--- src/rtl/puf_pkg.sv ---
// Shared types and default sizing for the arbiter-PUF evaluation controller.
package puf_pkg;

  localparam int PUF_N      = 128;
  localparam int PUF_SETTLE = 8;
  localparam int PUF_VOTES  = 5;

  typedef enum logic [2:0] {
    IDLE,
    PRE,
    FIRE,
    SAMPLE,
    DONE
  } puf_state_e;

endpackage

--- src/rtl/puf_eval_ctrl_if.sv ---
// Challenge-in / response-out handshake bundle between a host and puf_eval_ctrl.
interface puf_eval_ctrl_if #(
  parameter int N = puf_pkg::PUF_N
);

  logic         chal_valid;
  logic         chal_ready;
  logic [N-1:0] chal_in;
  logic         resp_valid;
  logic         resp_ready;
  logic [N-1:0] resp_out;

  // master is the host that issues challenges and consumes responses
  modport master (
    output chal_valid, chal_in, resp_ready,
    input  chal_ready, resp_valid, resp_out
  );

  modport slave (
    input  chal_valid, chal_in, resp_ready,
    output chal_ready, resp_valid, resp_out
  );

endinterface

--- src/rtl/puf_sync2.sv ---
// Free-running N-bit two-flop synchroniser for the asynchronous arbiter outputs.
module puf_sync2 #(
  parameter int N = puf_pkg::PUF_N
) (
  input  logic         clk,
  input  logic         rst,
  input  logic [N-1:0] d_i,
  output logic [N-1:0] q_o
);

  logic [N-1:0] meta_q;
  logic [N-1:0] sync_q;

  // NOTE: non-blocking assignments let both flops sample the pre-edge values,
  // giving a true two-stage chain rather than a single collapsed flop.
  always_ff @(posedge clk or posedge rst) begin
    if (rst) begin
      meta_q <= '0;
      sync_q <= '0;
    end else begin
      meta_q <= d_i;
      sync_q <= meta_q;
    end
  end

  assign q_o = sync_q;

endmodule

--- src/rtl/puf_eval_ctrl.sv ---
// Arbiter-PUF evaluation controller: holds a challenge, fires VOTES races,
// majority-votes the synchronised responses and returns the stable result.
module puf_eval_ctrl
  import puf_pkg::*;
#(
  parameter int N      = PUF_N,
  parameter int SETTLE = PUF_SETTLE,
  parameter int VOTES  = PUF_VOTES
) (
  input  logic           clk,
  input  logic           rst,
  puf_eval_ctrl_if.slave bus,
  output logic [N-1:0]   puf_challenge,
  output logic           puf_signal,
  input  logic [N-1:0]   puf_response,
  output logic           busy
);

  localparam int CW = $clog2(VOTES + 1);
  localparam int PW = (SETTLE > 1) ? $clog2(SETTLE) : 1;
  localparam int VW = (VOTES > 1) ? $clog2(VOTES) : 1;

  localparam logic [PW-1:0] PHASE_LAST = PW'(SETTLE - 1);
  localparam logic [VW-1:0] VOTE_LAST  = VW'(VOTES - 1);
  localparam logic [CW-1:0] HALF_VOTES = CW'(VOTES / 2);

  if ((VOTES % 2) == 0 || VOTES < 1 || SETTLE < 3) begin : g_param_check
    $fatal(1, "puf_eval_ctrl: VOTES must be odd and >= 1, SETTLE must be >= 3");
  end

  puf_state_e    state_q, state_d;
  logic [PW-1:0] phase_q, phase_d;
  logic [VW-1:0] vote_q, vote_d;
  logic [CW-1:0] cnt_q [N];
  logic [CW-1:0] cnt_d [N];
  logic [N-1:0]  chal_q, chal_d;
  logic [N-1:0]  resp_q, resp_d;
  logic          valid_q, valid_d;
  logic          sig_q, sig_d;
  logic [N-1:0]  sync_resp;

  puf_sync2 #(.N(N)) u_sync (
    .clk (clk),
    .rst (rst),
    .d_i (puf_response),
    .q_o (sync_resp)
  );

  // NOTE: every variable gets its hold value before the case statement so that
  // no path through this block leaves one unassigned and infers a latch.
  always_comb begin
    state_d = state_q;
    phase_d = phase_q;
    vote_d  = vote_q;
    cnt_d   = cnt_q;
    chal_d  = chal_q;
    resp_d  = resp_q;
    valid_d = valid_q;

    unique case (state_q)
      IDLE: begin
        if (bus.chal_valid) begin
          chal_d  = bus.chal_in;
          phase_d = '0;
          vote_d  = '0;
          for (int i = 0; i < N; i++) cnt_d[i] = '0;
          state_d = PRE;
        end
      end

      PRE: begin
        if (phase_q == PHASE_LAST) begin
          phase_d = '0;
          state_d = FIRE;
        end else begin
          phase_d = phase_q + 1'b1;
        end
      end

      FIRE: begin
        if (phase_q == PHASE_LAST) begin
          phase_d = '0;
          state_d = SAMPLE;
        end else begin
          phase_d = phase_q + 1'b1;
        end
      end

      SAMPLE: begin
        for (int i = 0; i < N; i++) cnt_d[i] = cnt_q[i] + CW'(sync_resp[i]);
        if (vote_q == VOTE_LAST) begin
          // Vote uses the counts including this final sample.
          for (int i = 0; i < N; i++) resp_d[i] = (cnt_d[i] > HALF_VOTES);
          state_d = DONE;
        end else begin
          vote_d  = vote_q + 1'b1;
          state_d = PRE;
        end
      end

      DONE: begin
        // resp_out settles on entry; valid follows one edge later.
        if (!valid_q) begin
          valid_d = 1'b1;
        end else if (bus.resp_ready) begin
          valid_d = 1'b0;
          state_d = IDLE;
        end
      end

      default: state_d = IDLE;
    endcase

    sig_d = (state_d == FIRE) || (state_d == SAMPLE);
  end

  // NOTE: the vote counters are a register array but are still reset, so an
  // aborted evaluation can never leak partial counts into the next one.
  always_ff @(posedge clk or posedge rst) begin
    if (rst) begin
      state_q <= IDLE;
      phase_q <= '0;
      vote_q  <= '0;
      chal_q  <= '0;
      resp_q  <= '0;
      valid_q <= 1'b0;
      sig_q   <= 1'b0;
      for (int i = 0; i < N; i++) cnt_q[i] <= '0;
    end else begin
      state_q <= state_d;
      phase_q <= phase_d;
      vote_q  <= vote_d;
      chal_q  <= chal_d;
      resp_q  <= resp_d;
      valid_q <= valid_d;
      sig_q   <= sig_d;
      cnt_q   <= cnt_d;
    end
  end

  // chal_ready depends only on state, never on resp_ready.
  assign bus.chal_ready = (state_q == IDLE);
  assign bus.resp_valid = valid_q;
  assign bus.resp_out   = resp_q;
  assign busy           = (state_q != IDLE);
  assign puf_challenge  = chal_q;
  assign puf_signal     = sig_q;

endmodule

--- src/flat_wrapper.sv ---
// flat-port wrapper written by rule: the top's interface ports become plain ports
module puf_eval_ctrl_flat import puf_pkg::*;
#(
  parameter int N      = PUF_N,
  parameter int SETTLE = PUF_SETTLE,
  parameter int VOTES  = PUF_VOTES
)
  (clk, rst, puf_challenge, puf_signal, puf_response, busy, bus_chal_valid, bus_chal_in, bus_resp_ready, bus_chal_ready, bus_resp_valid, bus_resp_out);
  puf_eval_ctrl_if #(.N(N)) bus_i ();
  input  logic clk;
  input  logic rst;
  output logic [N-1:0] puf_challenge;
  output logic puf_signal;
  input  logic [N-1:0] puf_response;
  output logic busy;
  input wire logic [$bits(bus_i.chal_valid)-1:0] bus_chal_valid;
  input wire logic [$bits(bus_i.chal_in)-1:0] bus_chal_in;
  input wire logic [$bits(bus_i.resp_ready)-1:0] bus_resp_ready;
  output wire logic [$bits(bus_i.chal_ready)-1:0] bus_chal_ready;
  output wire logic [$bits(bus_i.resp_valid)-1:0] bus_resp_valid;
  output wire logic [$bits(bus_i.resp_out)-1:0] bus_resp_out;
  assign bus_i.chal_valid = bus_chal_valid;
  assign bus_i.chal_in = bus_chal_in;
  assign bus_i.resp_ready = bus_resp_ready;
  assign bus_chal_ready = bus_i.chal_ready;
  assign bus_resp_valid = bus_i.resp_valid;
  assign bus_resp_out = bus_i.resp_out;
  puf_eval_ctrl #(.N(N), .SETTLE(SETTLE), .VOTES(VOTES)) u_core (.clk(clk), .rst(rst), .bus(bus_i), .puf_challenge(puf_challenge), .puf_signal(puf_signal), .puf_response(puf_response), .busy(busy));
endmodule
--- config.mk ---
export PLATFORM = sky130hd
export DESIGN_NAME = puf_eval_ctrl_flat
export DESIGN_NICKNAME = d
export VERILOG_FILES = /design/src/rtl/puf_pkg.sv /design/src/rtl/puf_eval_ctrl_if.sv /design/src/rtl/puf_sync2.sv /design/src/rtl/puf_eval_ctrl.sv /design/src/flat_wrapper.sv
export SDC_FILE = /design/constraint.sdc
export NUM_CORES = 2
export LEC_CHECK = 0
export ABC_CLOCK_PERIOD_IN_PS = 51800
export BUFFER_PORTS_ARGS = -buffer_cell sky130_fd_sc_hd__buf_2
export CAP_MARGIN = 25
export CORE_MARGIN = 4
export CORE_UTILIZATION = 50
export CTS_CLUSTER_DIAMETER = 80
export DETAILED_ROUTE_END_ITERATION = 8
export PLACE_DENSITY = 0.71
export SLEW_MARGIN = 20
export SYNTH_ARGS = -nofsm -noshare
export SYNTH_HDL_FRONTEND = slang
export SYNTH_SLANG_ARGS = --single-unit
--- constraint.sdc ---
create_clock -name clk -period 51.8 [get_ports clk]
set_clock_uncertainty 0.1 [all_clocks]
set_input_delay 5.18 -clock clk [delete_from_list [all_inputs] [get_ports clk]]
set_output_delay 5.18 -clock clk [all_outputs]
set_load 0.005 [all_outputs]
# Word level (Yosys, flattened, before mapping)
# Index checks and enable logic that the tools add are counted.
[op_classes] add_sub_neg=130 order_cmp=128 eq_ne=10 mux=16 n_reduce_logical=11
[ops] operator="384-bit case mux with 2 select lines" n=1
[ops] operator="3-bit by 1-bit adder with 3-bit output" n=128
[ops] operator="3-bit by 2-bit > comparator with 1-bit output (second input constant)" n=128
[ops] operator="384-bit 2-to-1 mux" n=1
[ops] operator="3-bit 2-to-1 mux" n=9
[ops] operator="3-bit case mux with 5 select lines" n=1
[ops] operator="3-bit by 2-bit == test with 1-bit output (second input constant)" n=4
[ops] operator="3-bit case mux with 2 select lines" n=2
[ops] operator="3-bit == test (second input constant)" n=3
[ops] operator="2-bit AND reduction" n=4
[ops] operator="3-bit by 1-bit adder with 3-bit output (second input constant)" n=2
[ops] operator="2-bit != test (second input constant)" n=2
[ops] operator="2-bit nonzero test" n=2
[ops] operator="3-bit by 1-bit == test with 1-bit output (second input constant)" n=1
[ops] operator="3-bit zero test" n=1
[ops] operator="3-bit AND reduction" n=1
[ops] operator="3-bit nonzero test" n=1
[ops] operator="1-bit 2-to-1 mux" n=2
[ops] operator="2-bit OR reduction" n=1
[ops] operator="1-bit logical OR" n=1
[totals] regBits=907 inputBits=260 out_inout_bits=260

# Logic depth before layout (Yosys ltp)
[logic_depth] depth_word=5 mapped_depth=7 ltp_nobuf=5

# Hierarchy
# Synthesis repeated with hierarchy kept, for this count alone.
[unflattened] hier_cells=2924 area_unflattened_um2=36737.7
[by_module_without_submodules] module="puf_eval_ctrl" n_inst=1 cells_per_inst=2667 area_each_um2=30327.8 seq_area_each_um2=16290.6
[by_module_without_submodules] module="puf_sync2" n_inst=1 cells_per_inst=257 area_each_um2=6409.9 seq_area_each_um2=6406.1

# Worst setup path before layout
# OpenSTA, ideal clock, no wires.
[synth_path] path_kind="input to register" start="input port bus_chal_valid" end="register u_core.chal_q[0], in the netlist u_core.puf_challenge[0]" setup_time_ps=117 t_arrival_ps=6160 t_required_ps=51583 slack_ps=45423 path_stages=6 path_buffers=3 cell_sequence="or4b_1 clkbuf_1 buf_2 buf_2 nand2_1 nand2_1"
[synth_between] elab_chain_cells=1
[synth_rtl] element="start, declared" line="flat_wrapper.sv:16" source="input wire logic [$bits(bus_i.chal_valid)-1:0] bus_chal_valid;"
[synth_rtl] element="2-bit AND reduction (no source line)"
[synth_rtl] element="end signal, assigned" line="puf_eval_ctrl.sv:133" source="chal_q <= chal_d;"
[synth_rtl] element="end, declared" line="puf_eval_ctrl.sv:36" source="logic [N-1:0] chal_q, chal_d;"
# No other way between the ends.
# A chain may end at the register's enable or synchronous reset.

==> results.py <==
metrics = {
    "hold_path": {
        "hold_start": "u_core.u_sync.meta_q[25]",
        "worst_hold_path_type": "flip-flop to flip-flop",
    },
    "floorplanning": {
        "die_x_um": 279.1,
        "coreArea_mm2": 0.07296,
        "die_h_um": 279.1,
        "initial_core_util": 0.5037,
        "dieArea_mm2": 0.07791,
        "rows": 99,
        "pin_count": 520,
    },
    "global_route": {
        "grt_pass1_wl_mm": 136.8,
        "grt_max_degree": 228,
        "grt_usage": 0.2164,
        "grt_pass1_vias": 24970,
        "antenna_found_initial": 21,
        "gr-total-overflow": 0,
    },
    "routing": {
        "final_antenna_net_count": 0,
        "vias": 24330,
        "drt_pass1_iterations": 5,
        "highest_layer": "met5",
        "wl_met2_mm": 39.33,
        "drt-initial-drc-count": 1609,
        "via_per_inst": 5.477,
        "wl_per_cell_um": 19.19,
        "wl_met1_mm": 37.40,
        "routed-wl-met3_mm": 6.071,
        "drt-total-wl_mm": 85.25,
        "drc": 0,
    },
    "worst_setup_path": {
        "startpoint": "rst",
        "crit_family": "buffers and inverters",
        "arrival_ns": 9.22,
        "reg2reg_setup_slack_ns": 48.40,
        "cp_max_fo": 134,
        "cpMostUsedCell": "buf_4",
        "cp_cell_sequence": "buf_2 > inv_8 > buf_4 > buf_4 > buf_4 > buf_4",
        "cpMaxStageDelayCell": "buf_4",
        "r2r_start": "u_core.state_q[2]",
        "critPathRequiredTime_ns": 52.35,
        "worst-path-buf-inv": 6,
        "crit_path_max_incr_delay_ns": 0.81,
        "worstSetupEndpointType": "async pin",
        "worstSetupPathType": "input pin to async pin",
        "startpoint_type": "input pin",
    },
    "sta": {
        "drv_slew": 0,
        "rsz0062_at_grt": "no",
        "fin_setup_tns_ns": 0,
        "maxSlewHeadroom": 0.1384,
        "period_share": 0.1673,
        "min_period_ns": 8.665,
        "tightest_slew_ns": 1.292,
        "final_hold_viol_count": 0,
        "finalSetupViolCount": 0,
        "fmax_ghz": 0.1154,
    },
    "placed_design": {
        "post_dp_cell_area_mm2": 0.04006,
        "place.gp.congestion": 0.8605,
        "numPortBuffers": 519,
        "detailed_place_hpwl_mm": 52.89,
    },
    "cts": {
        "cts.clk_slew.worst_paths_ns": 0.06,
        "root_buffer": "clkbuf_16",
        "cts_resized": 0,
        "cts_buffers": 94,
        "cts_buffer_depth": 3,
        "hold_buffers": 0,
        "cts_setup_buffers": 0,
        "cts_tree": "built",
        "clk_latency_ns": 0.63,
        "h-tree-depth": 3,
        "clock_sinks": 907,
    },
    "status": {
        "status": "completed",
    },
    "power_and_ir_drop": {
        "p_leak_nw": 23.47,
        "clockPowerShare": 0.282,
        "switchingPower_mw": 0.7930,
        "cellPowerDensity_mw_per_mm2": 56.10,
        "ir_worst_vdd_uv": 37.52,
        "pwr-share-seq": 0.437,
        "swShare": 0.3260,
        "power_frac_comb": 0.281,
        "p_int_mw": 1.639,
    },
    "synthesis": {
        "synthTopCellsByArea": "dfrtp_1 62%, ha_1 8.9%, a22o_1 6.1%",
        "synth-seq-area-share": 0.6176,
        "async_reset_ff_frac": 1.000,
        "yosys_warnings": 0,
        "synth_edf_count": 0,
        "synth.most_common_cell": "dfrtp_1",
        "synth_nets": 3440,
        "syn_inst": 2920,
        "synth_top_cell_by_area": "dfrtp_1",
        "avgSynthCellArea_um2": 12.59,
        "synth_seq_cells": 907,
        "synth.cell_area_mm2": 0.03675,
        "synth_common_cells": "907 x dfrtp_1, 393 x nand2_1, 260 x ha_1",
        "yosysTopAreaCellShare": 0.6176,
        "yosys_most_used_dff": "dfrtp_1",
        "ys_types": 29,
    },
    "cells_and_area": {
        "finalNetCount": 3912,
        "finish.instance_area_mm2": 0.04336,
        "drive_gt1_frac": 0.2055,
        "area.growth.synth_to_final_pct": 17.97,
    },
    "job": {
        "maxCapViolCount": 0,
    },
}
-- per-layer routing --
layer / track usage / vias up
met1: 0.2963 / 12140
met3: 0.06079 / 155
li1: - / 11420
met5: 0 / -
met2: 0.3383 / 593
met4: 0.06914 / 16
-- cell families (layout without fill, tap and decap cells) --
family          count (synthesis)  after routing  share of synthesized area
mux                             4              4                   0.001123
compound gates                777            777                     0.1456
simple gates                  664            664                    0.09536
buf+inv                       179            728                    0.02107
fa+ha+maj                     260            260                    0.08852
other cells                     0             14                          0
xor+xnor                      129            129                    0.03074
flops                         907            907                     0.6176
-- cell type report --
type,count,area (µm²)
Inverter,6,30.03
Timing Repair Buffer,549,2928
Tap cell,959,1200
Fill cell,5822,29600
Clock inverter,47,539.3
Sequential cell,907,22700
Antenna cell,14,35.03
Clock buffer,126,2613
Multi-Input combinational cell,1834,13320
-- registers in the layout, indices dropped and copies added (netlist names) --
signal	flops
u_core.u_sync.meta_q	128
u_core.vote_q	3
u_core.state_q	3
u_core.phase_q	3
u_core.puf_challenge	128
u_core.bus.resp_valid	1
u_core.bus.resp_out	128
u_core.u_sync.q_o	128
u_core.cnt_q	384
u_core.puf_signal	1
-- layout by cell type, fill, tap and decap left out, types with 2 or more instances in the layout --
cell	netlist	final
buf_12	0	2
clkbuf_1	91	18
ha_1	260	260
diode_2	0	14
nand2_1	393	392
nor2_1	4	3
buf_16	0	4
nand3_1	3	2
o21ai_0	257	257
nor3b_1	256	256
buf_2	82	519
inv_6	0	2
clkbuf_16	0	94
mux2i_1	3	3
a211o_1	128	128
dfrtp_1	907	907
bufinv_16	0	10
clkinvlp_4	0	5
a22o_1	256	256
a21oi_1	129	129
inv_1	6	5
xor2_1	128	128
a211oi_1	4	4
buf_4	0	24
clkinv_4	0	2
clkbuf_8	0	14
clkinv_2	0	26
-- worst paths after layout --
check,to,depth (start not counted)
worst max-delay path,u_core.cnt_q[284],6
worst min-delay path,u_core.u_sync.q_o[25],0
worst max register to register,u_core.cnt_q[213],4
worst min register to register,u_core.u_sync.q_o[25],0
max in group clk,bus_chal_ready,3
min in group asynchronous,u_core.u_sync.meta_q[84],2
-- per-stage QoR --
stage / hold WS, ns / total power, mW / worst slack (ns) / util / std cells
after floorplan: 0.2312 / 1.527 / 21.02 / - / 2920
final: 0.2291 / 2.432 / 43.13 / 0.5943 / 4442
after detailed placement: 0.2347 / 1.753 / 42.21 / 0.5491 / 4251
after global placement: 0.2313 / 1.727 / 42.27 / 0.5491 / 4251
after CTS: 0.2298 / 2.452 / 42.91 / 0.5923 / 4424
after global routing: 0.2420 / 2.599 / 42.38 / 0.5942 / 4440
-- power groups by stage --
| stage | combinational [mW] | sequential, mW | clock, mW |
|---|---|---|---|
| 2_1_floorplan | 0.481 | 1.05 | 0 |
| 3_3_place_gp | 0.667 | 1.06 | 0 |
| 3_5_place_dp | 0.689 | 1.06 | 0 |
| 4_1_cts | 0.690 | 1.06 | 0.703 |
| 5_1_grt | 0.778 | 1.09 | 0.731 |
| 6_report | 0.685 | 1.06 | 0.685 |
(Power assumes the default switching activity.)
